$ cat config.mk
export PLATFORM = sky130hd
export DESIGN_NAME = memory_access
export DESIGN_NICKNAME = d
export VERILOG_FILES = /design/src/rtl/memory_access_pkg.sv /design/src/rtl/memory_access_pipe.sv /design/src/rtl/memory_access.sv
export SDC_FILE = /design/constraint.sdc
export NUM_CORES = 1
export LEC_CHECK = 0
export ABC_CLOCK_PERIOD_IN_PS = 2500
export CELL_PAD_IN_SITES_DETAIL_PLACEMENT = 1
export CELL_PAD_IN_SITES_GLOBAL_PLACEMENT = 1
export CORE_ASPECT_RATIO = 0.6
export CORE_MARGIN = 1
export CORE_UTILIZATION = 34
export DETAILED_ROUTE_END_ITERATION = 8
export PLACE_DENSITY = 0.95
export SETUP_SLACK_MARGIN = 0.15
export SLEW_MARGIN = 15
export SYNTH_ARGS = -nofsm -noshare
export SYNTH_HDL_FRONTEND = slang
export SYNTH_SLANG_ARGS = --single-unit
$ cat constraint.sdc
create_clock -name clk -period 2.5 [get_ports clk]
set_input_delay 0.5 -clock clk [delete_from_list [all_inputs] [get_ports clk]]
set_output_delay 0.5 -clock clk [all_outputs]
set_load 0.05 [all_outputs]
$ cat src/rtl/memory_access_pkg.sv
// -----------------------------------------------------------------------------
// memory_access_pkg
// Shared definitions for the uDLX MEM stage:
//   - state_e  : access FSM encoding (ST_IDLE, ST_WAIT)
//   - NOP_INSTR: instruction word loaded into MEM/WB for a bubble
// -----------------------------------------------------------------------------
package memory_access_pkg;

  typedef enum logic [0:0] {
    ST_IDLE = 1'b0,
    ST_WAIT = 1'b1
  } state_e;

  localparam logic [31:0] NOP_INSTR = 32'h0000_0000;

endpackage : memory_access_pkg

$ cat src/rtl/memory_access_pipe.sv
// -----------------------------------------------------------------------------
// memory_pipe
// MEM/WB pipeline register. When load_en_i is high the register captures the
// incoming fields, or a bubble (all fields 0) when flush_i is also high.
// Otherwise it holds its contents.
// Ports:
//   clk, rst_n        clock, asynchronous active-low reset
//   flush_i           load a bubble instead of the inputs
//   load_en_i         capture enable
//   *_i               values to capture
//   *_o               registered MEM/WB outputs
// -----------------------------------------------------------------------------
module memory_pipe
  import memory_access_pkg::*;
#(
  parameter int DATA_WIDTH        = 32,
  parameter int INSTRUCTION_WIDTH = 32,
  parameter int REG_ADDR_WIDTH    = 5
) (
  input  logic                         clk,
  input  logic                         rst_n,
  input  logic                         flush_i,
  input  logic                         load_en_i,
  input  logic [DATA_WIDTH-1:0]        mem_data_i,
  input  logic [DATA_WIDTH-1:0]        alu_data_i,
  input  logic                         reg_wr_en_i,
  input  logic [REG_ADDR_WIDTH-1:0]    reg_wr_addr_i,
  input  logic                         wb_sel_i,
  input  logic [INSTRUCTION_WIDTH-1:0] instr_i,
  output logic [DATA_WIDTH-1:0]        mem_data_o,
  output logic [DATA_WIDTH-1:0]        alu_data_o,
  output logic                         reg_wr_en_o,
  output logic [REG_ADDR_WIDTH-1:0]    reg_wr_addr_o,
  output logic                         wb_sel_o,
  output logic [INSTRUCTION_WIDTH-1:0] instr_o
);

  logic [DATA_WIDTH-1:0]        mem_data_q, mem_data_d;
  logic [DATA_WIDTH-1:0]        alu_data_q, alu_data_d;
  logic                         reg_wr_en_q, reg_wr_en_d;
  logic [REG_ADDR_WIDTH-1:0]    reg_wr_addr_q, reg_wr_addr_d;
  logic                         wb_sel_q, wb_sel_d;
  logic [INSTRUCTION_WIDTH-1:0] instr_q, instr_d;

  // Next-state selection: hold, capture inputs, or capture a bubble.
  always_comb begin
    mem_data_d    = mem_data_q;
    alu_data_d    = alu_data_q;
    reg_wr_en_d   = reg_wr_en_q;
    reg_wr_addr_d = reg_wr_addr_q;
    wb_sel_d      = wb_sel_q;
    instr_d       = instr_q;
    if (load_en_i) begin
      if (flush_i) begin
        mem_data_d    = '0;
        alu_data_d    = '0;
        reg_wr_en_d   = 1'b0;
        reg_wr_addr_d = '0;
        wb_sel_d      = 1'b0;
        instr_d       = INSTRUCTION_WIDTH'(NOP_INSTR);
      end else begin
        mem_data_d    = mem_data_i;
        alu_data_d    = alu_data_i;
        reg_wr_en_d   = reg_wr_en_i;
        reg_wr_addr_d = reg_wr_addr_i;
        wb_sel_d      = wb_sel_i;
        instr_d       = instr_i;
      end
    end else begin
      mem_data_d = mem_data_q;
    end
  end

  // MEM/WB register bank.
  always_ff @(posedge clk or negedge rst_n) begin
    if (!rst_n) begin
      mem_data_q    <= '0;
      alu_data_q    <= '0;
      reg_wr_en_q   <= 1'b0;
      reg_wr_addr_q <= '0;
      wb_sel_q      <= 1'b0;
      instr_q       <= '0;
    end else begin
      mem_data_q    <= mem_data_d;
      alu_data_q    <= alu_data_d;
      reg_wr_en_q   <= reg_wr_en_d;
      reg_wr_addr_q <= reg_wr_addr_d;
      wb_sel_q      <= wb_sel_d;
      instr_q       <= instr_d;
    end
  end

  assign mem_data_o    = mem_data_q;
  assign alu_data_o    = alu_data_q;
  assign reg_wr_en_o   = reg_wr_en_q;
  assign reg_wr_addr_o = reg_wr_addr_q;
  assign wb_sel_o      = wb_sel_q;
  assign instr_o       = instr_q;

endmodule : memory_pipe

$ cat src/rtl/memory_access.sv
// -----------------------------------------------------------------------------
// memory_access
// MEM stage of the uDLX pipeline. Issues data-memory requests for loads and
// stores coming out of EX/MEM, stalls upstream while an access is in flight,
// and loads the MEM/WB register (memory_pipe) feeding write-back.
// Non-memory instructions pass through with one cycle of latency.
//
// Ports:
//   clk, rst_n                 clock, asynchronous active-low reset
//   flush                      turn the instruction leaving this stage into a bubble
//   mem_data_rd_en_in/wr_en_in load/store request; store wins if both set
//   mem_data_in, alu_data_in   store data, ALU result (= address)
//   reg_wr_*_in, write_back_mux_sel_in, instruction_in   forwarded to MEM/WB
//   dmem_req/we/addr/wdata     registered memory request port
//   dmem_rdata, dmem_ack       memory response (ack is a one-cycle pulse)
//   stall_out                  combinational upstream hold
//   *_out                      registered MEM/WB outputs
//   mem_error_out              sticky ack-timeout flag
//
// Configuration: define MEM_ACCESS_TIMEOUT_EN to build an ack watchdog that
// abandons an access after TIMEOUT_CYCLES wait cycles. Without it the stage
// waits indefinitely and mem_error_out is tied to 0.
// -----------------------------------------------------------------------------
module memory_access
  import memory_access_pkg::*;
#(
  parameter int DATA_WIDTH        = 32,
  parameter int INSTRUCTION_WIDTH = 32,
  parameter int REG_ADDR_WIDTH    = 5,
  parameter int TIMEOUT_CYCLES    = 64
) (
  input  logic                         clk,
  input  logic                         rst_n,
  input  logic                         flush,
  input  logic                         mem_data_rd_en_in,
  input  logic                         mem_data_wr_en_in,
  input  logic [DATA_WIDTH-1:0]        mem_data_in,
  input  logic [DATA_WIDTH-1:0]        alu_data_in,
  input  logic                         reg_wr_en_in,
  input  logic [REG_ADDR_WIDTH-1:0]    reg_wr_addr_in,
  input  logic                         write_back_mux_sel_in,
  input  logic [INSTRUCTION_WIDTH-1:0] instruction_in,
  output logic                         dmem_req,
  output logic                         dmem_we,
  output logic [DATA_WIDTH-1:0]        dmem_addr,
  output logic [DATA_WIDTH-1:0]        dmem_wdata,
  input  logic [DATA_WIDTH-1:0]        dmem_rdata,
  input  logic                         dmem_ack,
  output logic                         stall_out,
  output logic [DATA_WIDTH-1:0]        mem_data_out,
  output logic [DATA_WIDTH-1:0]        alu_data_out,
  output logic                         reg_wr_en_out,
  output logic [REG_ADDR_WIDTH-1:0]    reg_wr_addr_out,
  output logic                         write_back_mux_sel_out,
  output logic [INSTRUCTION_WIDTH-1:0] instruction_out,
  output logic                         mem_error_out
);

  state_e                  state_q, state_d;
  logic                    req_we_q, req_we_d;
  logic [DATA_WIDTH-1:0]   req_addr_q, req_addr_d;
  logic [DATA_WIDTH-1:0]   req_wdata_q, req_wdata_d;
  // Remembers a flush seen while waiting, so the completing access becomes a bubble.
  logic                    flushed_q, flushed_d;

  logic                    access_s;
  logic                    stall_s;
  logic                    load_en_s;
  logic                    bubble_s;
  logic                    timeout_s;
  logic [DATA_WIDTH-1:0]   wb_mem_data_s;

  assign access_s = mem_data_rd_en_in | mem_data_wr_en_in;

  // Access FSM: request capture, completion, stall and MEM/WB load control.
  always_comb begin
    state_d     = state_q;
    req_we_d    = req_we_q;
    req_addr_d  = req_addr_q;
    req_wdata_d = req_wdata_q;
    flushed_d   = flushed_q;
    stall_s     = 1'b0;
    load_en_s   = 1'b0;
    bubble_s    = flush;
    case (state_q)
      ST_IDLE: begin
        // A flushed request is never issued; it just becomes a bubble.
        if (access_s && !flush) begin
          state_d     = ST_WAIT;
          req_we_d    = mem_data_wr_en_in;
          req_addr_d  = alu_data_in;
          req_wdata_d = mem_data_in;
          flushed_d   = 1'b0;
          stall_s     = 1'b1;
        end else begin
          load_en_s = 1'b1;
          bubble_s  = flush;
        end
      end
      ST_WAIT: begin
        if (dmem_ack) begin
          state_d   = ST_IDLE;
          load_en_s = 1'b1;
          bubble_s  = flush | flushed_q;
          flushed_d = 1'b0;
        end else if (timeout_s) begin
          state_d   = ST_IDLE;
          load_en_s = 1'b1;
          bubble_s  = 1'b1;
          flushed_d = 1'b0;
        end else begin
          stall_s   = 1'b1;
          flushed_d = flushed_q | flush;
        end
      end
      default: begin
        state_d   = ST_IDLE;
        flushed_d = 1'b0;
      end
    endcase
  end

  // FSM state and request registers.
  always_ff @(posedge clk or negedge rst_n) begin
    if (!rst_n) begin
      state_q     <= ST_IDLE;
      req_we_q    <= 1'b0;
      req_addr_q  <= '0;
      req_wdata_q <= '0;
      flushed_q   <= 1'b0;
    end else begin
      state_q     <= state_d;
      req_we_q    <= req_we_d;
      req_addr_q  <= req_addr_d;
      req_wdata_q <= req_wdata_d;
      flushed_q   <= flushed_d;
    end
  end

  assign dmem_req   = (state_q == ST_WAIT);
  assign dmem_we    = req_we_q;
  assign dmem_addr  = req_addr_q;
  assign dmem_wdata = req_wdata_q;
  // Reset forces the stall low immediately, even if upstream still requests.
  assign stall_out  = stall_s & rst_n;

  // Only a completing load delivers memory data; stores and ALU ops carry 0.
  assign wb_mem_data_s = ((state_q == ST_WAIT) && !req_we_q) ? dmem_rdata : '0;

`ifdef MEM_ACCESS_TIMEOUT_EN
  localparam int CNT_W = $clog2(TIMEOUT_CYCLES + 1);

  logic [CNT_W-1:0] wd_cnt_q, wd_cnt_d;
  logic             err_q, err_d;

  // Ack watchdog: counts wait cycles, fires on the last allowed one.
  always_comb begin
    wd_cnt_d  = '0;
    err_d     = err_q;
    timeout_s = 1'b0;
    if ((state_q == ST_WAIT) && !dmem_ack) begin
      if (wd_cnt_q == CNT_W'(TIMEOUT_CYCLES - 1)) begin
        timeout_s = 1'b1;
        err_d     = 1'b1;
        wd_cnt_d  = '0;
      end else begin
        wd_cnt_d = wd_cnt_q + CNT_W'(1);
      end
    end else begin
      wd_cnt_d = '0;
    end
  end

  // Watchdog counter and sticky error flag.
  always_ff @(posedge clk or negedge rst_n) begin
    if (!rst_n) begin
      wd_cnt_q <= '0;
      err_q    <= 1'b0;
    end else begin
      wd_cnt_q <= wd_cnt_d;
      err_q    <= err_d;
    end
  end

  assign mem_error_out = err_q;
`else
  logic unused_timeout_s;
  assign unused_timeout_s = TIMEOUT_CYCLES[0];
  assign timeout_s        = 1'b0;
  assign mem_error_out    = 1'b0;
`endif

  memory_pipe #(
    .DATA_WIDTH        (DATA_WIDTH),
    .INSTRUCTION_WIDTH (INSTRUCTION_WIDTH),
    .REG_ADDR_WIDTH    (REG_ADDR_WIDTH)
  ) u_memory_pipe (
    .clk           (clk),
    .rst_n         (rst_n),
    .flush_i       (bubble_s),
    .load_en_i     (load_en_s),
    .mem_data_i    (wb_mem_data_s),
    .alu_data_i    (alu_data_in),
    .reg_wr_en_i   (reg_wr_en_in),
    .reg_wr_addr_i (reg_wr_addr_in),
    .wb_sel_i      (write_back_mux_sel_in),
    .instr_i       (instruction_in),
    .mem_data_o    (mem_data_out),
    .alu_data_o    (alu_data_out),
    .reg_wr_en_o   (reg_wr_en_out),
    .reg_wr_addr_o (reg_wr_addr_out),
    .wb_sel_o      (write_back_mux_sel_out),
    .instr_o       (instruction_out)
  );

endmodule : memory_access

==> impl_metrics.ini <==
[run_status]
status = finished, final reports clean

[synth]
synthXorXnorAreaFrac_pct = 0
postSynthAreaPerCell_um2 = 16.9
yosysSeqAreaShare_pct = 66.7
syn_area_mm2 = 0.00638
yosysWarnings = 0
synth_top_family_by_area = compound AO/OA/AOI/OAI gates
synth_nets = 519
synth_fa_ha_area_share_pct = 0
synth.area.mux_share_pct = 13.9
synth_compound_area_share_pct = 14.8
syn_inst = 378
synth_simple_gate_area_share_pct = 0.588
ys_ff_latch = 170
yosysUniqueCellTypes = 19

[die]
die-area_mm2 = 0.0193
die_height_um = 108
core_mm2 = 0.0182
rows = 38
die_x_um = 179
start_util_pct = 35.0
ios = 312

[detailed_routing]
drt_iter0_drc = 275
viasPerCell = 5.03
drt_first_pass_iters = 4
wl_per_cell_um = 22.6
remaining_drc_errors = 0
routed_wl_um = 21200
ant_nets = 0
vias = 4725

[cts]
worstSkewPairLatency_ns = 0.42
clockRootBuffer = clkbuf_16
clock-sinks = 170
cts_buffer_depth = 2
holdBufCountCts = 0
htree_levels = 4
cts_buffers = 17
cts-resized-gates = 1
cts.clk_slew.worst_paths_ns = 0.07
cts_tree = built
post_cts_buffers = 0

[finish]
n_antenna_cell = 0
final_cell_count_no_fill = 940
syn2layout_area_growth_pct = 61.3
drive_above_1_share_pct = 15.9
fin_area_mm2 = 0.0103
final.fill_count = 1727
nets = 830

[power_and_ir_drop]
power.switching_mw = 3.35
powerDensity_mw_per_mm2 = 901
p_int_mw = 5.93
seq_power_share_pct = 36.8
p_leak_nw = 4.60
comb_power_share_pct = 34.5
clockPowerShare_pct = 28.7
switching_share_pct = 36.1
peakVddDrop_mv = 0.422

[place]
dp_hpwl_um = 15200
place_inst = 910
io_buffers = 310
placed_area_mm2 = 0.00971
place_congestion = 0.848

[sta]
setup_viol = 0
tns_ns = 0
max_slew.worst_pin.slew_ns = 0.917
drv_slew = 0
rsz0062_at_grt = false
fin_crit_sh_pct = 91.2
fin_skew_ns = 0.00843
post-route-min-period_ns = 2.28
hold_violations = 0
slew_headroom_pct = 38.9
max_freq_mhz = 438

[global_route]
first_global_vias = 5211
antenna_found_initial = 1
grt_pass1_wl_um = 31500
gr-total-overflow = 0
grt_max_degree = 171
groute.usage.overall_pct = 21.9

[worst_setup_path]
regToRegSetupSlack_ns = 0.82
arrival_ns = 1.78
cp_max_fo = 3
crit_path_end_kind = output pin
critPathKind = in -> out
critical_path_required_ns = 2.00
critPathLaunchType = primary input

[run]
max_cap_violations = 0

[hold_path]
hold_path_class = in -> async
==> power groups by stage <==
stage | clock [mW] | combinational (mW) | sequential (mW)
6_report | 2.66 | 3.20 | 3.41
5_1_grt | 2.82 | 3.32 | 3.45
4_1_cts | 2.71 | 3.23 | 3.41
3_5_place_dp | 0 | 3.21 | 3.44
3_3_place_gp | 0 | 3.12 | 3.39
2_1_floorplan | 0 | 0.617 | 4.73
==> cell families (layout without fill, tap and decap cells) <==
| kind of cell | count (synthesis) | count (layout) |
|---|---|---|
| flip-flops | 170 | 170 |
| AO/OA/AOI/OAI | 106 | 106 |
| AND/OR/NAND/NOR | 6 | 6 |
| multiplexers | 66 | 66 |
| buffers and inverters | 29 | 351 |
| other | 1 | 1 |
==> layer usage <==
| layer | GRT usage (%) | share of wire (%) |
|---|---|---|
| met1 | 27.1 | 42 |
| met2 | 36.9 | 49 |
| met3 | 5.91 | 7.3 |
| met4 | 7.75 | 1.8 |
| met5 | 0 | 0 |
==> worst max-delay path, stage by stage <==
cell and delay (ns):
clkdlybuf4s50_1 0.52, o21bai_1 0.13, mux2i_4 0.24, and2_1 0.23, buf_12 0.15
==> metrics by stage <==
| step | power [mW] | worst slack (ns) | hold WS (ns) | utilization [%] |
|---|---|---|---|---|
| floorplan | 5.34 | 0.206 | 0.204 | - |
| global placement | 6.52 | 0.173 | 0.486 | 53.3 |
| detailed placement | 6.66 | 0.195 | 0.494 | 53.3 |
| CTS | 9.35 | 0.181 | 0.339 | 56.5 |
| global route | 9.60 | 0.160 | 0.374 | 56.5 |
| finish | 9.27 | 0.219 | 0.273 | 56.5 |
==> registers in the layout (all words and copies together), names as in the netlist <==
register and cells:
dmem_addr 32, dmem_req 1, dmem_wdata 32, dmem_we 1, flushed_q 1, u_memory_pipe.alu_data_o 32
u_memory_pipe.instr_o 32, u_memory_pipe.mem_data_o 32, u_memory_pipe.reg_wr_addr_o 5, u_memory_pipe.reg_wr_en_o 1, u_memory_pipe.wb_sel_o 1
==> synth_stat cells (all sizes together) <==
master,number,area (µm²)
and2,1,6.26
nor2,1,3.75
nand2,1,3.75
and3,1,6.26
o41ai,1,27.5
or2,1,6.26
a21o,1,7.51
buf,26,239
nand4bb,1,11.3
dfrtp,170,4250
conb,1,3.75
mux2,65,878
a22o,103,902
o21bai,1,7.51
mux2i,1,10.0
clkbuf,3,11.3
==> cells in the final DEF, fill, tap and decap left out, types with 2 or more instances in the layout <==
cell type	count
mux2_4	39
clkbuf_8	3
clkinv_4	2
clkbuf_16	17
buf_12	6
dfrtp_1	170
a22o_1	103
inv_6	3
clkinv_2	2
bufinv_16	2
clkdlybuf4s50_1	307
mux2_2	26
buf_4	6
==> final timing paths <==
kind | start | cells past startpoint | end
worst max-delay path | mem_data_rd_en_in | 5 | stall_out
min in group clk | dmem_addr[24]$_DFFE_PN0P_ | 1 | dmem_addr[24]$_DFFE_PN0P_
worst min-delay path | rst_n | 2 | u_memory_pipe.instr_o[3]$_DFFE_PN0P_
max in group asynchronous | rst_n | 2 | u_memory_pipe.mem_data_o[3]$_DFFE_PN0P_
worst min register to register | dmem_addr[24]$_DFFE_PN0P_ | 1 | dmem_addr[24]$_DFFE_PN0P_
worst max register to register | dmem_req$_DFF_PN0_ | 3 | u_memory_pipe.alu_data_o[14]$_DFFE_PN0P_
==> area by class of cell <==
class / count / area (µm²) / share of cell area (%)
timing repair buffer: 321 / 3260 / 31.7
multi-input combinational: 179 / 1890 / 18.4
sequential: 170 / 4250 / 41.3
clock inverter: 9 / 114 / 1.11
clock buffer: 21 / 470 / 4.57
tap: 240 / 300 / 2.92
No activity file was read; power rests on OpenSTA's default activity.
